`config.mk`:
```
export PLATFORM = sky130hd
export DESIGN_NAME = clint_timer
export DESIGN_NICKNAME = d
export VERILOG_FILES = /design/src/rtl/clint_timer_pkg.sv /design/src/rtl/clint_timer_rtc.sv /design/src/rtl/clint_timer.sv
export SDC_FILE = /design/constraint.sdc
export NUM_CORES = 1
export LEC_CHECK = 0
export ABC_AREA = 1
export CORE_AREA = 5 5 205 207
export CTS_CLUSTER_DIAMETER = 100
export DETAILED_ROUTE_END_ITERATION = 12
export DIE_AREA = 0 0 210 212
export GPL_TIMING_DRIVEN = 0
export SYNTH_ARGS = -nofsm -noshare
export SYNTH_HDL_FRONTEND = slang
export SYNTH_SLANG_ARGS = --single-unit
```
`constraint.sdc`:
```
create_clock -name i_clock -period 7.7 [get_ports i_clock]
set_clock_uncertainty 0.1 [all_clocks]
set_input_delay 1.925 -clock i_clock [delete_from_list [all_inputs] [get_ports i_clock]]
set_output_delay 1.925 -clock i_clock [all_outputs]
set_load 0.02 [all_outputs]
```
`src/rtl/clint_timer_pkg.sv`:
```
// Package for the core-local interruptor (CLINT).
// Purpose: shared configuration constants, register-select type and a
// byte-enable merge helper used by the CLINT top level.
// Contents:
//   clk_divider_rtc     default RTC tick divider (tick every value+1 clocks)
//   clint_harts         default number of harts
//   clint_*_off         16-bit register window offsets inside the CLINT
//   reg_sel_e           decoded register class of a bus request
//   merge_bytes()       applies a 4-bit byte enable to a 32-bit word
package clint_timer_pkg;

   localparam int clk_divider_rtc = 4;
   localparam int clint_harts     = 1;

   localparam logic [15:0] clint_msip_off     = 16'h0000;
   localparam logic [15:0] clint_mtimecmp_off = 16'h4000;
   localparam logic [15:0] clint_mtime_off    = 16'hBFF8;

   typedef enum logic [1:0] {
      REG_NONE     = 2'd0,
      REG_MSIP     = 2'd1,
      REG_MTIMECMP = 2'd2,
      REG_MTIME    = 2'd3
   } reg_sel_e;

   // Replace only the bytes whose enable bit is set.
   function automatic logic [31:0] merge_bytes(input logic [31:0] old_word,
                                               input logic [31:0] new_word,
                                               input logic [3:0]  strb);
      logic [31:0] res;
      res = old_word;
      for (int b = 0; b < 4; b++) begin
         if (strb[b]) begin
            res[b*8 +: 8] = new_word[b*8 +: 8];
         end else begin
            res[b*8 +: 8] = old_word[b*8 +: 8];
         end
      end
      return res;
   endfunction

endpackage

```
`src/rtl/clint_timer_rtc.sv`:
```
// RTC tick generator for the CLINT.
// Purpose: counts 0..RTC_DIV and raises o_tick on the cycle the count equals
// RTC_DIV, then wraps to 0. RTC_DIV = 0 gives a tick every clock.
// Ports:
//   i_clock  system clock
//   i_reset  synchronous active-high reset (counter returns to 0)
//   o_tick   one-cycle tick strobe
module clint_rtc
   import clint_timer_pkg::*;
#(
   parameter int RTC_DIV = clk_divider_rtc
) (
   input  logic i_clock,
   input  logic i_reset,
   output logic o_tick
);

   localparam int CW = (RTC_DIV > 0) ? $clog2(RTC_DIV + 1) : 1;
   localparam logic [CW-1:0] DIV_MAX = CW'(RTC_DIV);
   localparam logic [CW-1:0] CNT_ONE = CW'(1);

   logic [CW-1:0] r_cnt;
   logic          w_at_max;

   assign w_at_max = (r_cnt == DIV_MAX);
   assign o_tick   = w_at_max;

   // Divider counter: wraps to zero on the tick cycle.
   always_ff @(posedge i_clock) begin
      if (i_reset) begin
         r_cnt <= {CW{1'b0}};
      end else if (w_at_max) begin
         r_cnt <= {CW{1'b0}};
      end else begin
         r_cnt <= r_cnt + CNT_ONE;
      end
   end

endmodule

```
`src/rtl/clint_timer.sv`:
```
// Core-local interruptor: per-hart msip and mtimecmp plus shared 64-bit mtime.
// Purpose: memory-mapped timer/software interrupt block with a one-cycle,
// never-stalling request/response handshake.
// Ports:
//   i_clock, i_reset             clock, synchronous active-high reset
//   i_mem_valid/addr/wdata/wstrb request (wstrb == 0 means read)
//   o_mem_rdata, o_mem_ready     response one cycle after the request
//   o_msip[HARTS]                software interrupt pending per hart
//   o_mtip[HARTS]                timer interrupt pending per hart
module clint_timer
   import clint_timer_pkg::*;
#(
   parameter int HARTS   = clint_harts,
   parameter int RTC_DIV = clk_divider_rtc
) (
   input  logic             i_clock,
   input  logic             i_reset,
   input  logic             i_mem_valid,
   input  logic [31:0]      i_mem_addr,
   input  logic [31:0]      i_mem_wdata,
   input  logic [3:0]       i_mem_wstrb,
   output logic [31:0]      o_mem_rdata,
   output logic             o_mem_ready,
   output logic [HARTS-1:0] o_msip,
   output logic [HARTS-1:0] o_mtip
);

   localparam int          HW      = (HARTS > 1) ? $clog2(HARTS) : 1;
   localparam logic [15:0] HARTS16 = 16'(HARTS);

   logic [63:0]      r_mtime;
   logic [63:0]      r_mtimecmp [HARTS];
   logic [HARTS-1:0] r_msip;
   logic [HARTS-1:0] r_mtip;
   logic             r_ready;
   logic [31:0]      r_rdata;

   logic             w_tick;
   logic             w_wr;
   logic [15:0]      w_off;
   logic [15:0]      w_msip_idx;
   logic [15:0]      w_cmp_idx;
   logic [HW-1:0]    w_idx;
   logic             w_hi;
   reg_sel_e         w_sel;
   logic [31:0]      w_rdata;
   logic [HARTS-1:0] w_ge;

   clint_rtc #(.RTC_DIV(RTC_DIV)) u_rtc (
      .i_clock (i_clock),
      .i_reset (i_reset),
      .o_tick  (w_tick)
   );

   assign w_off      = i_mem_addr[15:0];
   assign w_wr       = i_mem_valid && (i_mem_wstrb != 4'd0);
   assign w_hi       = w_off[2];
   assign w_msip_idx = (w_off - clint_msip_off) >> 2;
   assign w_cmp_idx  = (w_off - clint_mtimecmp_off) >> 3;

   // Address decode: out-of-range hart indices fall through to REG_NONE.
   always_comb begin
      w_sel = REG_NONE;
      w_idx = {HW{1'b0}};
      if ((w_off < clint_mtimecmp_off) && (w_msip_idx < HARTS16)) begin
         w_sel = REG_MSIP;
         w_idx = w_msip_idx[HW-1:0];
      end else if ((w_off >= clint_mtimecmp_off) && (w_cmp_idx < HARTS16)) begin
         w_sel = REG_MTIMECMP;
         w_idx = w_cmp_idx[HW-1:0];
      end else if (w_off[15:3] == clint_mtime_off[15:3]) begin
         w_sel = REG_MTIME;
      end else begin
         w_sel = REG_NONE;
      end
   end

   // Read data mux; unmapped locations read as zero.
   always_comb begin
      w_rdata = 32'd0;
      case (w_sel)
         REG_MSIP:     w_rdata = {31'd0, r_msip[w_idx]};
         REG_MTIMECMP: w_rdata = w_hi ? r_mtimecmp[w_idx][63:32] : r_mtimecmp[w_idx][31:0];
         REG_MTIME:    w_rdata = w_hi ? r_mtime[63:32] : r_mtime[31:0];
         default:      w_rdata = 32'd0;
      endcase
   end

   // Per-hart unsigned 64-bit compare feeding the registered mtip.
   for (genvar g = 0; g < HARTS; g++) begin : g_cmp
      assign w_ge[g] = (r_mtime >= r_mtimecmp[g]);
   end

   // Bus response, register writes, mtime advance and mtip update.
   always_ff @(posedge i_clock) begin
      if (i_reset) begin
         r_ready <= 1'b0;
         r_rdata <= 32'd0;
         r_mtime <= 64'd0;
         r_msip  <= {HARTS{1'b0}};
         r_mtip  <= {HARTS{1'b0}};
         for (int h = 0; h < HARTS; h++) begin
            r_mtimecmp[h] <= 64'hFFFF_FFFF_FFFF_FFFF;
         end
      end else begin
         r_ready <= i_mem_valid;
         if (i_mem_valid && !w_wr) begin
            r_rdata <= w_rdata;
         end else begin
            r_rdata <= 32'd0;
         end

         // A software write to either half suppresses that cycle's increment;
         // a low-word write never carries into the high word.
         if (w_wr && (w_sel == REG_MTIME)) begin
            if (w_hi) begin
               r_mtime[63:32] <= merge_bytes(r_mtime[63:32], i_mem_wdata, i_mem_wstrb);
            end else begin
               r_mtime[31:0]  <= merge_bytes(r_mtime[31:0], i_mem_wdata, i_mem_wstrb);
            end
         end else if (w_tick) begin
            r_mtime <= r_mtime + 64'd1;
         end

         if (w_wr && (w_sel == REG_MSIP) && i_mem_wstrb[0]) begin
            r_msip[w_idx] <= i_mem_wdata[0];
         end

         if (w_wr && (w_sel == REG_MTIMECMP)) begin
            if (w_hi) begin
               r_mtimecmp[w_idx][63:32] <= merge_bytes(r_mtimecmp[w_idx][63:32], i_mem_wdata, i_mem_wstrb);
            end else begin
               r_mtimecmp[w_idx][31:0]  <= merge_bytes(r_mtimecmp[w_idx][31:0], i_mem_wdata, i_mem_wstrb);
            end
         end

         r_mtip <= w_ge;
      end
   end

   assign o_mem_ready = r_ready;
   assign o_mem_rdata = r_rdata;
   assign o_msip      = r_msip;
   assign o_mtip      = r_mtip;

endmodule

```
==> impl_metrics.tcl <==
set metrics [dict create \
    finalCritPeriodShare_pct 59.0 \
    synthCells 1743 \
    ios 106 \
    num_vias 12124 \
    arrival_ns 4.54 \
    post_cts_buffers 0 \
    slew_violations 0 \
    criticalPathCategory "input port to register" \
    setup_viol 0 \
    routabilityCongestion 1.02 \
    crit_family "buffers and inverters" \
    yosys_register_bits 166 \
    grt_max_degree 17 \
    fill_cells 4469 \
    total_power_mw 2.15 \
    pre_cts_slack_ns 2.65 \
    io_buffers 86 \
    ant_nets 0 \
    slowest_delay_ns 0.80 \
    syn-cell-area_um2 11500 \
    final_common_cell "nand2_1" \
    start_util_pct 28.6 \
    grt_pass1_vias 11690 \
    end_kind "register" \
    grt_pass1_wl_um 75100 \
    dieArea_um2 44500 \
    drt_iter0_markers 1193 \
    num_rows 74 \
    cts_hold_buf 0 \
    layout.nets 1990 \
    wire_per_inst_um 21.4 \
    grt.met2_usage_pct 38.0 \
    path_clk_slew_ns 0.07 \
    period_needed_ns 4.55 \
    placed_cells 2365 \
    seq_area_frac_synth_pct 34.5 \
    htreeDepth 4 \
    mostFrequentLayoutCells "483 x nand2_1, 222 x inv_1, 209 x nor2_1, 157 x a21oi_1, 135 x o21ai_0" \
    fmax_mhz 220 \
    clk_latency_ns 0.47 \
    stdcell_count 2397 \
    synth_cell_type_count 39 \
    slew_headroom_pct 25.8 \
    whs_ns 0.350 \
    coreArea_um2 40200 \
    worst_pin_slew_ns 1.11 \
    syn_avg_cell_area_um2 6.59 \
    wirelength_um 51300 \
    synth_top_family_by_area "simple AND/OR/NAND/NOR gates" \
    critPathSlowestCell "o21ai_1" \
    power_per_cell_area_nw_per_um2 158 \
    gr-total-overflow 0 \
    required_ns 7.69 \
    async_reset_ff_share_pct 0 \
    hp-class "register to register" \
    root_buffer "clkbuf_16" \
    routed_via_density 5.06 \
    cp.buffers_inverters 3 \
    numCtsBuffers 17 \
    synth_fp_nets 1881 \
    fin_ws_ns 3.15 \
    drive_gt1_share_pct 4.77 \
    diodes 0 \
    path_cells "clkdlybuf4s50_1 -> clkinv_1 -> clkbuf_1 -> nand2_1 -> o21ai_1" \
    clock_path_buffers 2 \
    drv_cap 0 \
    synth_mux_area_share_pct 0 \
    cts_resized 0 \
    crit_fanout 10 \
    use_met3_pct 3.04 \
    die_w_um 210 \
    die_h_um 212 \
    synth-xor-area-share_pct 1.37 \
    dpl.hpwl_um 41200 \
    p_leak_nw 5.64 \
    antenna_found_initial 1 \
    drc 0 \
    hold_viol 0 \
    track_usage_pct 22.8 \
    met1_usage_pct 31.0 \
    yosysWarnings 0 \
    status "finished, final reports clean" \
    area_growth_pct 18.8 \
    setup_tns_ns 0 \
    cts_tree "yes" \
    clock-sinks 166 \
    ir_drop_mv 0.106 \
    rsz0062_at_grt "no" \
    busiest_layer "met2" \
    synthSimpleGateAreaFrac_pct 31.5 \
    cp-start-kind "input port" \
    synth_compound_area_share_pct 15.1 \
    firstDrtPassIters 6 \
    synth_flop_cell "dfxtp_1" \
    synth_adder_area_share_pct 7.30 \
    synth_edf_count 64 \
]
[power by group]
part | internal (mW) | leakage, nW | switching [mW]
logic | 0.0937 | 3.90 | 0.173
registers | 0.945 | 1.47 | 0.0376
clock network | 0.495 | 0.273 | 0.404
total | 1.53 | 5.64 | 0.615
[flip-flops by register name (all words and copies together) (netlist names)]
signal       flops
o_mem_rdata     32
o_mem_ready      1
o_msip           1
r_mtimecmp      64
u_rtc.r_cnt      3
o_mtip           1
r_mtime         64
[layer usage]
layer / up-vias / part of all wire [%]
met1: 5714 / 45
met2: 471 / 46
met3: 74 / 6.2
met5: - / 0
met4: 0 / 2.6
li1: 5865 / -
[layout make-up]
| class | count | area [µm²] | area share (%) |
|---|---|---|---|
| Tap cell | 532 | 666 | 4.88 |
| Multi-Input combinational cell | 1283 | 6340 | 46.5 |
| Clock inverter | 11 | 125 | 0.918 |
| Timing Repair Buffer | 90 | 902 | 6.62 |
| Buffer | 61 | 297 | 2.18 |
| Clock buffer | 21 | 460 | 3.38 |
| Sequential cell | 166 | 3960 | 29.1 |
| Inverter | 233 | 877 | 6.43 |
[logic make-up (layout without fill, tap and decap cells)]
logic type	Yosys count	count (layout)
compound gates	335	335
xor+xnor	18	18
fa+ha+maj	67	67
buf+inv	294	416
flops	166	166
simple gates	863	863
[per-stage QoR]
step	util, %	area [µm²]
floorplan	-	11500
global placement	32.4	13000
detailed placement	32.5	13000
CTS	33.9	13600
global route	33.9	13600
finish	33.9	13600
[Yosys cell counts, drive strengths merged (3+ instances only)]
| master | instances | area share [%] |
|---|---|---|
| o21ai | 159 | 7.0 |
| ha | 67 | 7.3 |
| nand3b | 3 | 0.20 |
| nor2 | 216 | 7.3 |
| xor2 | 17 | 1.3 |
| edfxtp | 64 | 17 |
| nand3 | 65 | 2.8 |
| inv | 231 | 7.6 |
| nor3 | 44 | 2.1 |
| clkbuf | 34 | 1.1 |
| a21oi | 157 | 6.8 |
| nand2 | 496 | 17 |
| nand4 | 33 | 1.8 |
| o21bai | 11 | 0.72 |
| buf | 27 | 1.5 |
| o21a | 3 | 0.20 |
| dfxtp | 102 | 18 |
[path summary, 6_finish.rpt]
path | start | endpoint | slack, ns | depth (start not counted)
worst min-delay path | u_rtc.r_cnt[0] | u_rtc.r_cnt[0] | 0.35 | 1
worst max-delay path | i_mem_addr[2] | r_mtimecmp[0][6] | 3.15 | 5
worst min register to register | u_rtc.r_cnt[0] | u_rtc.r_cnt[0] | 0.35 | 1
worst max register to register | r_mtime[1] | r_mtime[46] | 4.37 | 10
No activity file was read; power rests on OpenSTA's default activity.
